File: src/rtl/counter_pkg.sv
`default_nettype none
// +----------------------------------------------------------------------+
// | Module  : counter_pkg                                                |
// | Purpose : Shared constants for the interval counter bank: global     |
// |           command encodings and per-channel counting modes.          |
// | Revision: 1.0  initial release                                       |
// +----------------------------------------------------------------------+
package counter_pkg;
   // Global command encodings; any other value acts as RESET.
   localparam logic [7:0] STATE_RESET = 8'd0;
   localparam logic [7:0] STATE_RUN   = 8'd1;
   localparam logic [7:0] STATE_HALT  = 8'd2;

   // Per-channel counting modes; 2'b11 behaves as free-run.
   localparam logic [1:0] MODE_FREE    = 2'b00;
   localparam logic [1:0] MODE_RELOAD  = 2'b01;
   localparam logic [1:0] MODE_ONESHOT = 2'b10;
endpackage : counter_pkg
`default_nettype wire

File: src/rtl/counter_channel.sv
`default_nettype none
// +----------------------------------------------------------------------+
// | Module  : counter_channel                                            |
// | Purpose : One channel of the interval counter bank: prescaler,       |
// |           counter, tick pulse, one-shot done flag and sticky irq.    |
// | Ports   : clk, resetn (async active-low)                             |
// |           run      - global RUN command decoded by the parent        |
// |           clr      - synchronous clear (RESET or illegal command)    |
// |           en       - channel enable                                  |
// |           mode     - counting mode                                   |
// |           interval - prescale interval (advance every interval+1)    |
// |           limit    - terminal value (reload / one-shot)              |
// |           irq_clr  - interrupt clear pulse                           |
// |           counter, tick, done, irq - registered outputs              |
// | Revision: 1.0  initial release                                       |
// +----------------------------------------------------------------------+
module counter_channel
   import counter_pkg::*;
#(
   parameter int CNT_W   = 32,
   parameter int PRESC_W = 32
) (
   input  logic               clk,
   input  logic               resetn,
   input  logic               run,
   input  logic               clr,
   input  logic               en,
   input  logic [1:0]         mode,
   input  logic [PRESC_W-1:0] interval,
   input  logic [CNT_W-1:0]   limit,
   input  logic               irq_clr,
   output logic [CNT_W-1:0]   counter,
   output logic               tick,
   output logic               done,
   output logic               irq
);

   logic [PRESC_W-1:0] times_q,   times_d;
   logic [CNT_W-1:0]   counter_q, counter_d;
   logic               tick_q,    tick_d;
   logic               done_q,    done_d;
   logic               irq_q,     irq_d;

   logic               adv;
   logic               irq_set;
   logic [CNT_W-1:0]   cnt_inc;

   always_comb begin
      times_d   = times_q;
      counter_d = counter_q;
      tick_d    = 1'b0;
      done_d    = done_q;
      irq_d     = irq_q;
      adv       = 1'b0;
      irq_set   = 1'b0;
      cnt_inc   = counter_q + CNT_W'(1);

      if (clr) begin
         times_d   = '0;
         counter_d = '0;
         done_d    = 1'b0;
         irq_d     = 1'b0;
      end else begin
         // A finished one-shot freezes the channel regardless of mode.
         if (run && en && !done_q) begin
            adv = (times_q == interval);
            // Covers both normal wrap and an interval lowered below times.
            times_d = (times_q < interval) ? times_q + PRESC_W'(1) : '0;
            if (adv) begin
               tick_d = 1'b1;
               case (mode)
                  MODE_RELOAD: begin
                     if (counter_q >= limit) begin
                        counter_d = '0;
                        irq_set   = 1'b1;
                     end else begin
                        counter_d = cnt_inc;
                     end
                  end
                  MODE_ONESHOT: begin
                     if (counter_q < limit) begin
                        counter_d = cnt_inc;
                        if (cnt_inc == limit) begin
                           done_d  = 1'b1;
                           irq_set = 1'b1;
                        end
                     end else begin
                        // limit==0 (or lowered below counter): finish now.
                        done_d  = 1'b1;
                        irq_set = 1'b1;
                     end
                  end
                  default: begin
                     counter_d = cnt_inc;
                     if (&counter_q) irq_set = 1'b1;
                  end
               endcase
            end
         end
         // Set has priority over a simultaneous clear.
         if (irq_set)      irq_d = 1'b1;
         else if (irq_clr) irq_d = 1'b0;
      end
   end

   always_ff @(posedge clk or negedge resetn) begin
      if (!resetn) begin
         times_q   <= '0;
         counter_q <= '0;
         tick_q    <= 1'b0;
         done_q    <= 1'b0;
         irq_q     <= 1'b0;
      end else begin
         times_q   <= times_d;
         counter_q <= counter_d;
         tick_q    <= tick_d;
         done_q    <= done_d;
         irq_q     <= irq_d;
      end
   end

   assign counter = counter_q;
   assign tick    = tick_q;
   assign done    = done_q;
   assign irq     = irq_q;

endmodule : counter_channel
`default_nettype wire

File: src/rtl/interval_counter_bank.sv
`default_nettype none
// +----------------------------------------------------------------------+
// | Module  : interval_counter_bank                                      |
// | Purpose : Multi-channel interval counter bank. Decodes the global    |
// |           command, slices the flattened per-channel buses and        |
// |           instantiates one counter_channel per channel.              |
// | Ports   : clk, resetn (async active-low), state (global command),    |
// |           ch_en, mode[2*NUM_CH], interval[NUM_CH*PRESC_W],           |
// |           limit[NUM_CH*CNT_W], irq_clr -> counter, tick, done, irq   |
// | Revision: 1.0  initial release                                       |
// +----------------------------------------------------------------------+
module interval_counter_bank
   import counter_pkg::*;
#(
   parameter int NUM_CH  = 4,
   parameter int CNT_W   = 32,
   parameter int PRESC_W = 32
) (
   input  logic                      clk,
   input  logic                      resetn,
   input  logic [7:0]                state,
   input  logic [NUM_CH-1:0]         ch_en,
   input  logic [2*NUM_CH-1:0]       mode,
   input  logic [NUM_CH*PRESC_W-1:0] interval,
   input  logic [NUM_CH*CNT_W-1:0]   limit,
   input  logic [NUM_CH-1:0]         irq_clr,
   output logic [NUM_CH*CNT_W-1:0]   counter,
   output logic [NUM_CH-1:0]         tick,
   output logic [NUM_CH-1:0]         done,
   output logic [NUM_CH-1:0]         irq
);

   logic run;
   logic clr;

   // Anything other than RUN or HALT clears, including undefined codes.
   assign run = (state == STATE_RUN);
   assign clr = !((state == STATE_RUN) || (state == STATE_HALT));

   for (genvar i = 0; i < NUM_CH; i++) begin : g_ch
      counter_channel #(
         .CNT_W   (CNT_W),
         .PRESC_W (PRESC_W)
      ) u_channel (
         .clk      (clk),
         .resetn   (resetn),
         .run      (run),
         .clr      (clr),
         .en       (ch_en[i]),
         .mode     (mode[2*i +: 2]),
         .interval (interval[i*PRESC_W +: PRESC_W]),
         .limit    (limit[i*CNT_W +: CNT_W]),
         .irq_clr  (irq_clr[i]),
         .counter  (counter[i*CNT_W +: CNT_W]),
         .tick     (tick[i]),
         .done     (done[i]),
         .irq      (irq[i])
      );
   end

endmodule : interval_counter_bank
`default_nettype wire

File: config.mk
export PLATFORM = sky130hd
export DESIGN_NAME = interval_counter_bank
export DESIGN_NICKNAME = d
export VERILOG_FILES = /design/src/rtl/counter_pkg.sv /design/src/rtl/counter_channel.sv /design/src/rtl/interval_counter_bank.sv
export SDC_FILE = /design/constraint.sdc
export NUM_CORES = 1
export LEC_CHECK = 0
export CAP_MARGIN = 30
export CORE_UTILIZATION = 40
export CTS_CLUSTER_DIAMETER = 60
export DETAILED_ROUTE_END_ITERATION = 12
export GPL_ROUTABILITY_DRIVEN = 0
export GPL_TIMING_DRIVEN = 0
export SLEW_MARGIN = 20
export SYNTH_ARGS = -nofsm -noshare
export SYNTH_HDL_FRONTEND = slang
export SYNTH_SLANG_ARGS = --single-unit
export TNS_END_PERCENT = 1
File: constraint.sdc
create_clock -name clk -period 3.7 [get_ports clk]
set_input_delay 1.11 -clock clk [delete_from_list [all_inputs] [get_ports clk]]
set_output_delay 1.11 -clock clk [all_outputs]
set_load 0.02 [all_outputs]
==> results of run 1 <==
[cells by family after synthesis]
family | synth area share [%]
fa+ha+maj | 13.4
compound gates | 18.3
mux | 1.48
xor+xnor | 7.50
flops | 26.5
buf+inv | 7.86
simple gates | 25.0
[critical path: stages]
cell	delay, ns
clkdlybuf4s50_1	0.52
inv_1	0.06
ha_1	0.30
a21o_1	0.16
a21o_1	0.16
a21oi_1	0.18
o211ai_1	0.19
and2_1	0.20
o31a_1	0.34
or3_4	0.39
buf_6	0.15
or3_1	0.34
o21ai_1	0.08
[cell usage after synthesis, drive strengths merged (6+ instances only)]
cell,n,area share [%]
and3,89,2.2
a21boi,7,0.21
and2,26,0.64
o221ai,15,0.52
nor4,58,1.6
nand4,154,3.8
or2,7,0.17
or3,39,0.98
xnor2,141,4.9
a31oi,30,0.74
dfrtp,268,26
o41ai,25,0.86
nor3b,13,0.38
buf,43,0.98
mux2i,34,1.3
a41oi,10,0.35
o21ai,174,3.4
and4,30,1.0
a21oi,159,3.2
a21o,66,2.0
inv,355,5.3
nor2,172,2.6
a32oi,13,0.45
o21bai,7,0.21
o311ai,6,0.21
xor2,76,2.6
nand3,191,3.8
nand3b,15,0.44
o22ai,12,0.30
a31o,6,0.21
o21a,19,0.56
ha,272,13
nand2b,18,0.44
clkbuf,109,1.6
o211ai,23,0.68
a22o,29,1.0
o31ai,26,0.77
or4,20,0.59
a221o,10,0.39
o2111ai,9,0.31
a211oi,22,0.67
nand2,240,3.6
nor3,77,1.5
nor2b,30,0.74
[timing repair]
item,in CTS,in global routing
endpoints found under the setup margin,246,236
cloned,1,0
setup buffers,32,8
pin swaps,49,41
gates resized for setup,194,173
[state kept, by name, indices dropped and copies added (netlist names)]
register and flops:
g_ch.u_channel.times_q 128, g_ch.u_channel.irq 4, g_ch.u_channel.tick 4, g_ch.u_channel.counter 128, g_ch.u_channel.done 4
[power by group through the flow]
| stage | registers [mW] | clock network [mW] | logic, mW |
|---|---|---|---|
| detailed placement | 2.98 | 0 | 0.857 |
| global placement | 2.99 | 0 | 0.843 |
| global route | 2.93 | 4.28 | 0.971 |
| CTS | 2.93 | 4.18 | 0.876 |
| finish | 2.93 | 4.10 | 0.878 |
| floorplan | 2.99 | 0 | 0.338 |
[per-layer routing]
| metal | up-vias | share of wire, % | global-route usage (%) |
|---|---|---|---|
| li1 | 12600 | - | - |
| met1 | 12300 | 44 | 37.4 |
| met2 | 908 | 46 | 44.7 |
| met3 | 179 | 7.1 | 5.01 |
| met4 | 32 | 3.1 | 8.49 |
| met5 | - | 0.23 | 0 |
[path summary, 6_finish.rpt]
| path | from | endpoint | cells after the start |
|---|---|---|---|
| setup reg to reg | g_ch[0].u_channel.counter[1] | g_ch[0].u_channel.irq | 10 |
| max in group asynchronous | resetn | g_ch[3].u_channel.counter[11] | 3 |
| hold / removal | resetn | g_ch[2].u_channel.times_q[1] | 1 |
| min in group clk | g_ch[2].u_channel.irq | g_ch[2].u_channel.irq | 2 |
| setup / recovery | limit[53] | g_ch[1].u_channel.counter[23] | 13 |
| hold reg to reg | g_ch[2].u_channel.irq | g_ch[2].u_channel.irq | 2 |
[final cells by class]
type / count / area, um^2
Inverter: 355 / 1330
Multi-Input combinational cell: 2423 / 17500
Timing Repair Buffer: 469 / 4650
Clock buffer: 59 / 1210
Antenna cell: 3 / 7.51
Tap cell: 837 / 1050
Fill cell: 5967 / 28700
Buffer: 149 / 868
Sequential cell: 268 / 6710
Clock inverter: 13 / 196
[through the flow]
stage / total power [mW] / hold WS (ns) / cells / instance area, um^2
final: 7.91 / 0.386 / 4576 / 33500
after global routing: 8.18 / 0.383 / 4574 / 33500
after CTS: 7.99 / 0.365 / 4565 / 32900
after detailed placement: 3.84 / 0.489 / 4463 / 30700
after global placement: 3.83 / 0.488 / 4456 / 30600
after floorplan: 3.32 / 0.470 / 3198 / 25400
==> flow_summary.ini, run 1 <==
[power_and_ir_drop]
comb_power_share_pct = 11.1
p_leak_nw = 15.1
power_switching_mw = 1.92
p_clk_share_pct = 51.8
peakVddDrop_v = 0.000269
p_per_area_mw_per_mm2 = 236
seqPwrFrac_pct = 37.1
swShare_pct = 24.2
power.internal_mw = 5.99

[die]
die_w_um = 254
io_pins = 422
core_area_mm2 = 0.0622
start_util_pct = 40.8
die_area_mm2 = 0.0644
die_h_um = 254
fp-row-count = 91

[drt]
drtIter0Drc = 1978
first_pass_iters = 6
post_drt_wl_per_cell_um = 19.9
drt-total-wl_mm = 91.1
vias = 26000
drc = 0
ant_nets = 0
avgViaCountPerCell = 5.69

[global_routing]
grt.total_usage_pct = 27.7
grt_pass1_wl_mm = 140
grt_max_degree = 93
gr-total-overflow = 0
antenna_found_initial = 18
grt_pass1_vias = 24800

[logic_synthesis]
synth_seq_cells = 268
synth-warning-count = 0
synthArstFlopShare_pct = 100
ys_seq_area_share_pct = 26.5
synth_nets = 3752
ys.flop_type = dfrtp_1
synth-edff-count = 0
synth.cell_area_mm2 = 0.0254
avgSynthCellArea_um2 = 7.93
synthCells = 3198
yosysUniqueCellTypes = 83

[cts]
cts_hold_buf = 0
clock_sinks = 268
clkTransAtPathRegs_ns = 0.05
cts_max_level = 2
cts_tree = built
clockBufferDepth = 3
root_buffer = clkbuf_16
clk-insertion-delay-late_ns = 0.57
cts_buffers = 41

[sta]
fin_crit_sh_pct = 100
setup_viol = 6
rsz0062_at_grt = true
slew_headroom_pct = 43.6
post-route-min-period_ns = 3.72
fin_skew_ns = 0.0263
slew_violations = 0
hold_violations = 0
max_freq_mhz = 269
fin_ws_ns = -0.0174
fin_setup_tns_ns = -0.0568
worst_pin_slew_ns = 0.840

[worst_setup_path]
crit_arrival_ns = 4.20
cp_max_fo = 5
end_kind = flop
reg2reg_slack_ns = 0.19
cp.required_ns = 4.18
crit_type = input pin to flop
startpoint_type = input pin

[finish]
final_cell_mix = clkdlybuf4s50_1, inv_1, dfrtp_1
finish.utilization_pct = 53.9
nNetsFinal = 4261
drive_gt1_share_pct = 9.50
layout.cells.most_common = clkdlybuf4s50_1
syn2layout_area_growth_pct = 32.2

[placed_design]
hpwl_mm = 70.2
portBuffers = 421
place_ws_ns = -1.94

[min_path]
hp-class = input pin to asynchronous set/reset pin

[run_status]
violations = negative setup slack
run_status = complete, but fails checks

[flow_run]
maxCapViolations = 0
No activity file was read; power rests on OpenSTA's default activity.
==> run 2, diff against run 1 <==
--- a/config.mk
+++ b/config.mk
@@ -6,7 +6,7 @@
 export NUM_CORES = 1
 export LEC_CHECK = 0
 export CAP_MARGIN = 30
-export CORE_UTILIZATION = 40
+export CORE_UTILIZATION = 30
 export CTS_CLUSTER_DIAMETER = 60
 export DETAILED_ROUTE_END_ITERATION = 12
 export GPL_ROUTABILITY_DRIVEN = 0
==> run 2 against run 1 <==
Via count increased by 1.0%; fmax is 1.3% higher; sequential power about the same; first-iteration DRC count increased by 9.6%; wire length rose by 3.4%; the flow now finishes without violations; setup slack better by 0.048 ns; global-route usage decreased by 6.4 points; die area increased by 33%; critical path depth unchanged; flip-flop and latch count unchanged.
==> flow_summary.ini, run 2 (synthesized netlist as in run 1, its figures left out) <==
[die]
die_h_um = 293
die_area_mm2 = 0.0857
die_w_um = 293
fp-row-count = 106
start_util_pct = 30.3
io_pins = 422
core_area_mm2 = 0.0837

[sta]
slew_violations = 0
slew_headroom_pct = 43.2
rsz0062_at_grt = true
max_freq_mhz = 273
post-route-min-period_ns = 3.67
fin_skew_ns = 0.0177
setup_viol = 0
hold_violations = 0
hold_ws_ns = 0.456
worst_pin_slew_ns = 0.849
fin_crit_sh_pct = 99.2

[drt]
first_pass_iters = 5
drtIter0Drc = 2167
drt-total-wl_mm = 94.2
drc = 0
avgViaCountPerCell = 5.40
post_drt_wl_per_cell_um = 19.3
ant_nets = 0
vias = 26300

[min_path]
hp-class = input pin to asynchronous set/reset pin

[global_routing]
grt.total_usage_pct = 21.3
grt_pass1_wl_mm = 145
grt_max_degree = 86
antenna_found_initial = 15
grt_pass1_vias = 24900
gr-total-overflow = 0

[cts]
clk-insertion-delay-late_ns = 0.57
cts_max_level = 2
cts_tree = built
cts_hold_buf = 0
clockBufferDepth = 3
clkTransAtPathRegs_ns = 0.05
root_buffer = clkbuf_16
clock_sinks = 268
cts_buffers = 43

[placed_design]
place_area_mm2 = 0.0311
portBuffers = 421
hpwl_mm = 72.5

[worst_setup_path]
startpoint_type = input pin
crit_type = input pin to flop
reg2reg_from = g_ch[2].u_channel.counter[2]
crit_arrival_ns = 4.16
cp_num_buf_inv = 3
reg2regPathDepth = 12
cpLargestDelayFamily = simple AND/OR/NAND/NOR gates
reg2reg_slack_ns = 0.11
critPathSlowestCell = or4_4
crit_chain = dlygate4sd2_1 -> inv_1 -> ha_4 -> nand4_1 -> nor3_2 -> nand4_1 -> or4_4 -> a211oi_4 -> a21oi_4 -> or3_4 -> buf_6 -> or3_1 -> o21ai_1
cp.required_ns = 4.19
slowest_delay_ns = 0.67
r2r_end = g_ch[2].u_channel.irq
cp_max_fo = 5
cpMostUsedCell = nand4_1
end_kind = flop

[power_and_ir_drop]
peakVddDrop_v = 0.000317
power.internal_mw = 5.94
comb_power_share_pct = 11.1
p_clk_share_pct = 52.0
swShare_pct = 25.3
seqPwrFrac_pct = 36.9
p_per_area_mw_per_mm2 = 234
power_switching_mw = 2.01
p_leak_nw = 15.3

[finish]
seqCellArea_mm2 = 0.00671
layout.cells.most_common = clkdlybuf4s50_1
drive_gt1_share_pct = 9.42
fillCellCount = 8498
nNetsFinal = 4260
syn2layout_area_growth_pct = 34.1
fin_area_mm2 = 0.0340
multi_input_area_mm2 = 0.0176
final_cell_mix = clkdlybuf4s50_1, inv_1, dfrtp_1

[flow_run]
maxCapViolations = 0

[run_status]
run_status = complete, no violations
## run 2: cell count changes in the layout (fill, tap and decap cells not counted), moves of 6 or more
cell             previous run  this run
clkdlybuf4s50_1           375       359
dlymetal6s2s_1             18        32
clkbuf_1                   75        69
dlygate4sd2_1              18        24
clkbuf_2                   25        14
## run 2: metal layers
metal | share of wire [%] | global-route usage [%]
met5 | 0.11 | 0
met4 | 3.1 | 7.00
met3 | 7.1 | 4.41
met2 | 46 | 34.5
met1 | 43 | 28.1
## run 2: repair_timing
| action | in CTS | in global routing |
|---|---|---|
| buffers inserted | 28 | 9 |
| endpoints found under the setup margin | 250 | 233 |
| resized for setup | 194 | 190 |
| cloned | 1 | 0 |
| pin swaps | 51 | 44 |
## run 2: power by group through the flow
stage / clock (mW) / combinational [mW] / sequential (mW)
6_report: 4.13 / 0.883 / 2.93
4_1_cts: 4.23 / 0.879 / 2.93
3_3_place_gp: 0 / 0.848 / 2.99
5_1_grt: 4.34 / 0.978 / 2.93
3_5_place_dp: 0 / 0.865 / 2.98
2_1_floorplan: 0 / 0.338 / 2.99
## run 2: how the worst max path moves through the flow
stage                       startpoint                       endpoint  slack, ns  cells after the start
after floorplan           interval[62]  g_ch[1].u_channel.counter[23]      -0.05                     12
after global placement          resetn   g_ch[2].u_channel.times_q[3]     -11.60                      1
after detailed placement      state[0]   g_ch[0].u_channel.counter[9]      -2.29                     10
after CTS                    limit[97]          g_ch[3].u_channel.irq      -0.02                     14
after global routing      interval[41]  g_ch[1].u_channel.times_q[24]      -0.11                     14
final                     interval[61]  g_ch[1].u_channel.counter[13]       0.03                     13
## run 2: worst register-to-register path, cell delays in order, from the launching register on
cell and delay [ns]:
dfrtp_1 0.38, clkbuf_1 0.30, and3_1 0.20, buf_2 0.20, and3_1 0.18, clkbuf_2 0.21, nand2_1 0.11, or3_1 0.37
a2111oi_1 0.61, o211ai_1 0.33, o31ai_2 0.40, o311ai_2 0.14, nand2_1 0.09
## run 2: stage by stage
step | std cells | setup WS, ns | TNS (ns) | util (%) | total power, mW
floorplan | 3198 | -0.0459 | -0.455 | - | 3.32
global placement | 4753 | -11.60 | -3529.12 | 37.0 | 3.84
detailed placement | 4758 | -2.29 | -381.29 | 37.2 | 3.85
CTS | 4860 | -0.0156 | -0.0198 | 39.8 | 8.04
global route | 4873 | -0.111 | -2.50 | 40.6 | 8.25
finish | 4873 | 0.0304 | 0 | 40.6 | 7.95
## run 2: area by class of cell
cell class                 count  share of cell area (%)
antenna                        4                  0.0294
buffer                       150                    2.53
clock buffer                  60                    3.77
clock inverter                14                   0.427
inverter                     355                    3.92
multi-input combinational   2423                    51.7
sequential                   268                    19.7
tap                         1134                    4.17
timing repair buffer         465                    13.7
